==> config.mk <==
export PLATFORM = sky130hd
export DESIGN_NAME = fp_adder
export DESIGN_NICKNAME = d
export VERILOG_FILES = /design/src/rtl/fp_adder.sv
export SDC_FILE = /design/constraint.sdc
export NUM_CORES = 1
export LEC_CHECK = 0
export BUFFER_PORTS_ARGS = -buffer_cell sky130_fd_sc_hd__buf_2
export CAP_MARGIN = 15
export CORE_MARGIN = 5
export CORE_UTILIZATION = 45
export DETAILED_ROUTE_END_ITERATION = 16
export PLACE_DENSITY = 0.74
export SETUP_SLACK_MARGIN = 0.02
export SLEW_MARGIN = 5
export SYNTH_ARGS = -nofsm -noshare
export SYNTH_HDL_FRONTEND = slang
export SYNTH_SLANG_ARGS = --single-unit
==> constraint.sdc <==
create_clock -name CLK -period 4.5 [get_ports CLK]
set_input_delay 0.9 -clock CLK [delete_from_list [all_inputs] [get_ports CLK]]
set_output_delay 0.9 -clock CLK [all_outputs]
set_load 0.01 [all_outputs]
==> src/rtl/fp_adder.sv <==
// fp_adder: three-stage pipelined IEEE-754 binary16 adder, round-to-nearest-even.
//   CLK     : rising-edge clock
//   RESETn  : asynchronous active-low reset, clears every pipeline register
//   A, B    : binary16 operands, sampled every cycle
//   sum     : registered binary16 result, three cycles after the operands
// Optional feature: define FPADD_SUBNORMAL_EN for gradual underflow; without it
// subnormal inputs are read as signed zero and tiny results flush to signed zero.
module fp_adder (
  input  logic        CLK,
  input  logic        RESETn,
  input  logic [15:0] A,
  input  logic [15:0] B,
  output logic [15:0] sum
);

  localparam int unsigned EW  = 5;        // exponent width
  localparam int unsigned FW  = 10;       // fraction width
  localparam int unsigned SW  = FW + 1;   // significand incl. hidden bit
  localparam int unsigned XW  = SW + 3;   // significand plus guard/round/sticky
  localparam logic [15:0] QNAN = 16'h7E00;

  typedef struct packed {
    logic          special;
    logic [15:0]   special_val;
    logic          sign;
    logic          zero_sign;
    logic          sub;
    logic [EW-1:0] exp;
    logic [EW-1:0] diff;
    logic [SW-1:0] sig_x;
    logic [SW-1:0] sig_y;
  } s1_t;

  typedef struct packed {
    logic          special;
    logic [15:0]   special_val;
    logic          sign;
    logic          zero_sign;
    logic [EW-1:0] exp;
    logic [XW:0]   mag;
  } s2_t;

  s1_t         s1_d, s1_q;
  s2_t         s2_d, s2_q;
  logic [15:0] sum_d, sum_q;

  // Stage 1: unpack, classify specials, order operands so |X| >= |Y|
  logic [EW-1:0] ea, eb;
  logic [SW-1:0] siga, sigb;
  logic          a_nan, b_nan, a_inf, b_inf;

  always_comb begin
    a_inf = (A[14:10] == 5'h1F) && (A[9:0] == '0);
    b_inf = (B[14:10] == 5'h1F) && (B[9:0] == '0);
    a_nan = (A[14:10] == 5'h1F) && (A[9:0] != '0);
    b_nan = (B[14:10] == 5'h1F) && (B[9:0] != '0);
`ifdef FPADD_SUBNORMAL_EN
    ea   = (A[14:10] == '0) ? 5'd1 : A[14:10];
    eb   = (B[14:10] == '0) ? 5'd1 : B[14:10];
    siga = {(A[14:10] != '0), A[9:0]};
    sigb = {(B[14:10] != '0), B[9:0]};
`else
    ea   = A[14:10];
    eb   = B[14:10];
    siga = (A[14:10] == '0) ? '0 : {1'b1, A[9:0]};
    sigb = (B[14:10] == '0) ? '0 : {1'b1, B[9:0]};
`endif
  end

  always_comb begin
    s1_d           = '0;
    s1_d.sub       = A[15] ^ B[15];
    s1_d.zero_sign = A[15] & B[15];
    if ({ea, siga} >= {eb, sigb}) begin
      s1_d.sign  = A[15];
      s1_d.exp   = ea;
      s1_d.diff  = ea - eb;
      s1_d.sig_x = siga;
      s1_d.sig_y = sigb;
    end else begin
      s1_d.sign  = B[15];
      s1_d.exp   = eb;
      s1_d.diff  = eb - ea;
      s1_d.sig_x = sigb;
      s1_d.sig_y = siga;
    end
    if (a_nan || b_nan || (a_inf && b_inf && (A[15] != B[15]))) begin
      s1_d.special     = 1'b1;
      s1_d.special_val = QNAN;
    end else if (a_inf) begin
      s1_d.special     = 1'b1;
      s1_d.special_val = A;
    end else if (b_inf) begin
      s1_d.special     = 1'b1;
      s1_d.special_val = B;
    end
  end

  // Stage 2: align Y with sticky collection, then add or subtract
  logic [3:0]    dcap;
  logic [26:0]   y_wide;
  logic [XW-1:0] x_ext, y_ext;

  always_comb begin
    s2_d             = '0;
    s2_d.special     = s1_q.special;
    s2_d.special_val = s1_q.special_val;
    s2_d.sign        = s1_q.sign;
    s2_d.zero_sign   = s1_q.zero_sign;
    s2_d.exp         = s1_q.exp;
    dcap   = (s1_q.diff > 5'd13) ? 4'd13 : s1_q.diff[3:0];
    // Y sits above 16 zero bits so nothing drops off before the sticky OR
    y_wide = {s1_q.sig_y, 16'd0} >> dcap;
    y_ext  = {y_wide[26:14], |y_wide[13:0]};
    x_ext  = {s1_q.sig_x, 3'b000};
    if (s1_q.sub) s2_d.mag = {1'b0, x_ext} - {1'b0, y_ext};
    else          s2_d.mag = {1'b0, x_ext} + {1'b0, y_ext};
  end

  // Stage 3: normalize, (denormalize), round to nearest even, pack
  logic [3:0]        lzc;
  logic [XW-1:0]     norm;
  logic signed [6:0] e;
  logic [EW-1:0]     exp_base;
  logic              underflow;
  logic              inc;
  logic [14:0]       packed_mag;
`ifdef FPADD_SUBNORMAL_EN
  logic [6:0]        sh_full;
  logic [3:0]        shamt;
  logic [27:0]       n_wide;
`endif

  always_comb begin
    lzc = '0;
    for (int i = 0; i < int'(XW); i++) begin
      if (s2_q.mag[i]) lzc = 4'(13 - i);
    end
  end

  always_comb begin
    sum_d     = '0;
    underflow = 1'b0;
    if (s2_q.mag[XW]) begin
      norm = {s2_q.mag[XW:2], s2_q.mag[1] | s2_q.mag[0]};
      e    = $signed({2'b00, s2_q.exp}) + 7'sd1;
    end else begin
      norm = s2_q.mag[XW-1:0] << lzc;
      e    = $signed({2'b00, s2_q.exp}) - $signed({3'b000, lzc});
    end
    // Exponent field is built as (e-1) so the hidden bit carries it up to e
    exp_base = 5'(e - 7'sd1);
`ifdef FPADD_SUBNORMAL_EN
    sh_full = '0;
    shamt   = '0;
    n_wide  = '0;
    if (e < 7'sd1) begin
      sh_full  = 7'(7'sd1 - e);
      shamt    = (sh_full > 7'd14) ? 4'd14 : sh_full[3:0];
      n_wide   = {norm, 14'd0} >> shamt;
      norm     = {n_wide[27:15], |n_wide[14:0]};
      exp_base = '0;
    end
`else
    underflow = (e < 7'sd1);
`endif
    inc        = norm[2] & (norm[1] | norm[0] | norm[3]);
    // Rounding carry ripples into the exponent: renormalization and overflow to Inf come free
    packed_mag = {exp_base, 10'd0} + {4'd0, norm[XW-1:3]} + 15'(inc);
    if (s2_q.special)            sum_d = s2_q.special_val;
    else if (s2_q.mag == '0)     sum_d = {s2_q.zero_sign, 15'd0};
    else if (underflow)          sum_d = {s2_q.sign, 15'd0};
    else if (e >= 7'sd31)        sum_d = {s2_q.sign, 5'h1F, 10'd0};
    else                         sum_d = {s2_q.sign, packed_mag};
  end

  // Pipeline registers
  always_ff @(posedge CLK or negedge RESETn) begin
    if (!RESETn) begin
      s1_q  <= '0;
      s2_q  <= '0;
      sum_q <= '0;
    end else begin
      s1_q  <= s1_d;
      s2_q  <= s2_d;
      sum_q <= sum_d;
    end
  end

  assign sum = sum_q;

endmodule

==> impl_metrics.tcl <==
set metrics [dict create \
    track_usage 0.1906 \
    area_delta_synth_final_pct 9.392 \
    drive_gt1_frac 0.1461 \
    synth_top_family_by_area "compound AO/OA/AOI/OAI gates" \
    synthXorXnorAreaFrac 0.03415 \
    drc 0 \
    clk_path_buf_depth 2 \
    netlist.area_leader.share 0.3263 \
    diodes 0 \
    ys_ff_latch 107 \
    fp.dieW_um 145.0 \
    setup_tns_ns 0 \
    design.die.area_um2 21040 \
    htreeDepth 3 \
    async_flop_share 1.000 \
    rsz0062_at_grt "no" \
    cellLeakagePower_nw 4.124 \
    synth.distinct_cells 103 \
    synth_fa_ha_area_frac 0.09361 \
    num_vias 7135 \
    max_clock_freq_mhz 242.9 \
    skew_ns 0.01374 \
    initial_core_util 0.4569 \
    io_pins 50 \
    powerDensity_nw_per_um2 597.2 \
    nNetsFinal 1067 \
    worst_slew_pin_slew_ns 0.9497 \
    first_pass_iters 5 \
    synthCells 938 \
    via_per_inst 5.906 \
    clkTransAtPathRegs_ns 0.09 \
    synth_compound_area_frac 0.2403 \
    placed_cells 1192 \
    wire_per_inst_um 16.80 \
    vdd_drop_max_mv 0.3457 \
    synthSimpleGateAreaFrac 0.1877 \
    syn_area_um2 8207 \
    worst-path-max-fanout 15 \
    ctsRootBufferMaster "clkbuf_16" \
    first_iter_violations 659 \
    hold_violations 0 \
    status "finished, final reports clean" \
    slew_headroom 0.3669 \
    grt_pass1_vias 6819 \
    core-area_um2 17960 \
    port-buffer-count 49 \
    grt_max_degree 80 \
    finalPower_w 0.005361 \
    maxSlewViolCount 0 \
    min_path_type "reg2reg" \
    finalCriticalPeriod_ns 4.116 \
    cp_data_required_time_ns 4.78 \
    yosys_warnings 0 \
    ant_nets 0 \
    syn_area_per_cell_um2 8.749 \
    grt-ovfl-total 0 \
    synth_ff_type "dfrtp_1" \
    synth_top_cells_by_area "dfrtp_1, ha_1, o21ai_0" \
    worst-setup-path-type "reg2reg" \
    utilization 0.4998 \
    die_y_um 145.0 \
    drv_cap 0 \
    worstSetupStartpointType "register" \
    clk_latency_ns 0.36 \
    stdcell_count 1208 \
    period_share 0.9147 \
    cts_tree "built" \
    worst_ep_arrival_time_ns 4.39 \
    cts_buffers 9 \
    wl_um 20290 \
    grt_pass1_wl_um 34020 \
    fp-row-count 49 \
    clock_sinks 107 \
    finalSetupViolations 0 \
    ys_seq_area_frac 0.3263 \
    yosysTopAreaCell "dfrtp_1" \
    cp-end-kind "register" \
    muxShareOfSynthArea 0.04620 \
    synth-edff-count 0 \
    dp_hpwl_um 15240 \
    antenna_found_initial 0 \
    gp_congestion 0.9636 \
]
-- cell usage after synthesis (16+ instances only) --
master    instances
nor2_1           65
mux2i_1          21
xnor2_1          23
nor3_1           18
nand2_1          94
clkbuf_1         35
ha_1             55
nand2b_1         19
nand3_1          39
a21oi_1          42
o21ai_0          73
a211oi_1         17
a21o_1           16
dfrtp_1         107
inv_1            69
-- registers in the layout, summed over array words and instances, names as in the netlist --
name,flops
s2_q,39
sum,16
s1_q,52
-- cell type report --
| cell class | count | area (µm²) |
|---|---|---|
| inverters | 73 | 274.0 |
| repair buffers | 72 | 420.4 |
| flip-flops and latches | 107 | 2679 |
| clock buffers | 9 | 225.2 |
| clock inverters | 7 | 102.6 |
| multi-input cells | 711 | 4990 |
| fillers | 1673 | 8986 |
| well taps | 229 | 286.5 |
-- worst paths after layout --
kind	from	to	slack, ns	cells past startpoint
min	s1_q[42]	s2_q[29]	0.35	0
max	s1_q[25]	s2_q[13]	0.38	16
min in group asynchronous	RESETn	sum[3]	0.68	1
max reg2reg	s1_q[25]	s2_q[13]	0.38	16
max in group asynchronous	RESETn	s1_q[18]	2.87	2
min reg2reg	s1_q[42]	s2_q[29]	0.35	0
-- metrics by stage --
stage | hold WS, ns | setup slack [ns] | area [µm²]
after floorplan | 0.3312 | 0.4854 | 8237
after global placement | 0.3312 | 0.2509 | 8647
after detailed placement | 0.3347 | 0.2525 | 8647
after CTS | 0.3508 | 0.2272 | 8975
after global routing | 0.3535 | 0.07166 | 8977
final | 0.3497 | 0.3838 | 8977
-- power breakdown --
group	switching, W	total (W)	internal, W
Combinational	0.00173	0.00304	0.00131
Sequential	0.000311	0.00148	0.00117
Clock	0.000429	0.000847	0.000418
Total	0.00247	0.00536	0.00289
-- cell usage in the layout (no fill, tap or decap), drive strengths merged, types with 7 or more instances in the layout --
cell and instances:
nor4 13, xor2 9, conb 9, o211ai 8
o21ai 76, a31oi 14, buf 72, dfrtp 107
nor3 20, o21bai 9, nand3 39, nand2 94
nor2 66, clkbuf 9, a211oi 19, inv 78
a21oi 44, mux2 9, xnor2 23, ha 55
mux2i 21, or2 9, a21o 16, a22o 8
o31ai 7, nand2b 19
-- kinds of logic after synthesis --
logic type / after synthesis
buffers and inverters: 128
xor gates and xnor gates: 32
muxes: 33
and+or+nand+nor: 304
adders and majority gates: 59
AOI/OAI and AO/OA: 274
DFF: 107
other: 1
-- per-layer routing --
layer  routed length, µm  track usage  vias to the layer above
met2                9417       0.3109                      284
met4                 573      0.07109                        0
met3                1242      0.02650                       45
met5                   0            0                        -
li1                    -            -                     3433
met1                9060       0.2585                     3373
-- critical path, stage by stage (launching register included) --
cell	delay (ns)
dfrtp_2	0.54
a311o_2	0.52
mux4_2	0.49
a31oi_1	0.29
nor2_1	0.10
ha_1	0.22
fa_1	0.40
a21oi_1	0.14
o21bai_1	0.11
a21oi_1	0.16
o21bai_1	0.10
a21oi_1	0.16
o21bai_1	0.09
a221o_1	0.32
xnor2_1	0.13
nor2_1	0.06
nor3_1	0.19
-- timing repair --
action,CTS,global route
buffers inserted,0,0
hold buffers,0,0
setup endpoints to repair,0,3
gates resized for setup,0,3
No activity file was read; power rests on OpenSTA's default activity.
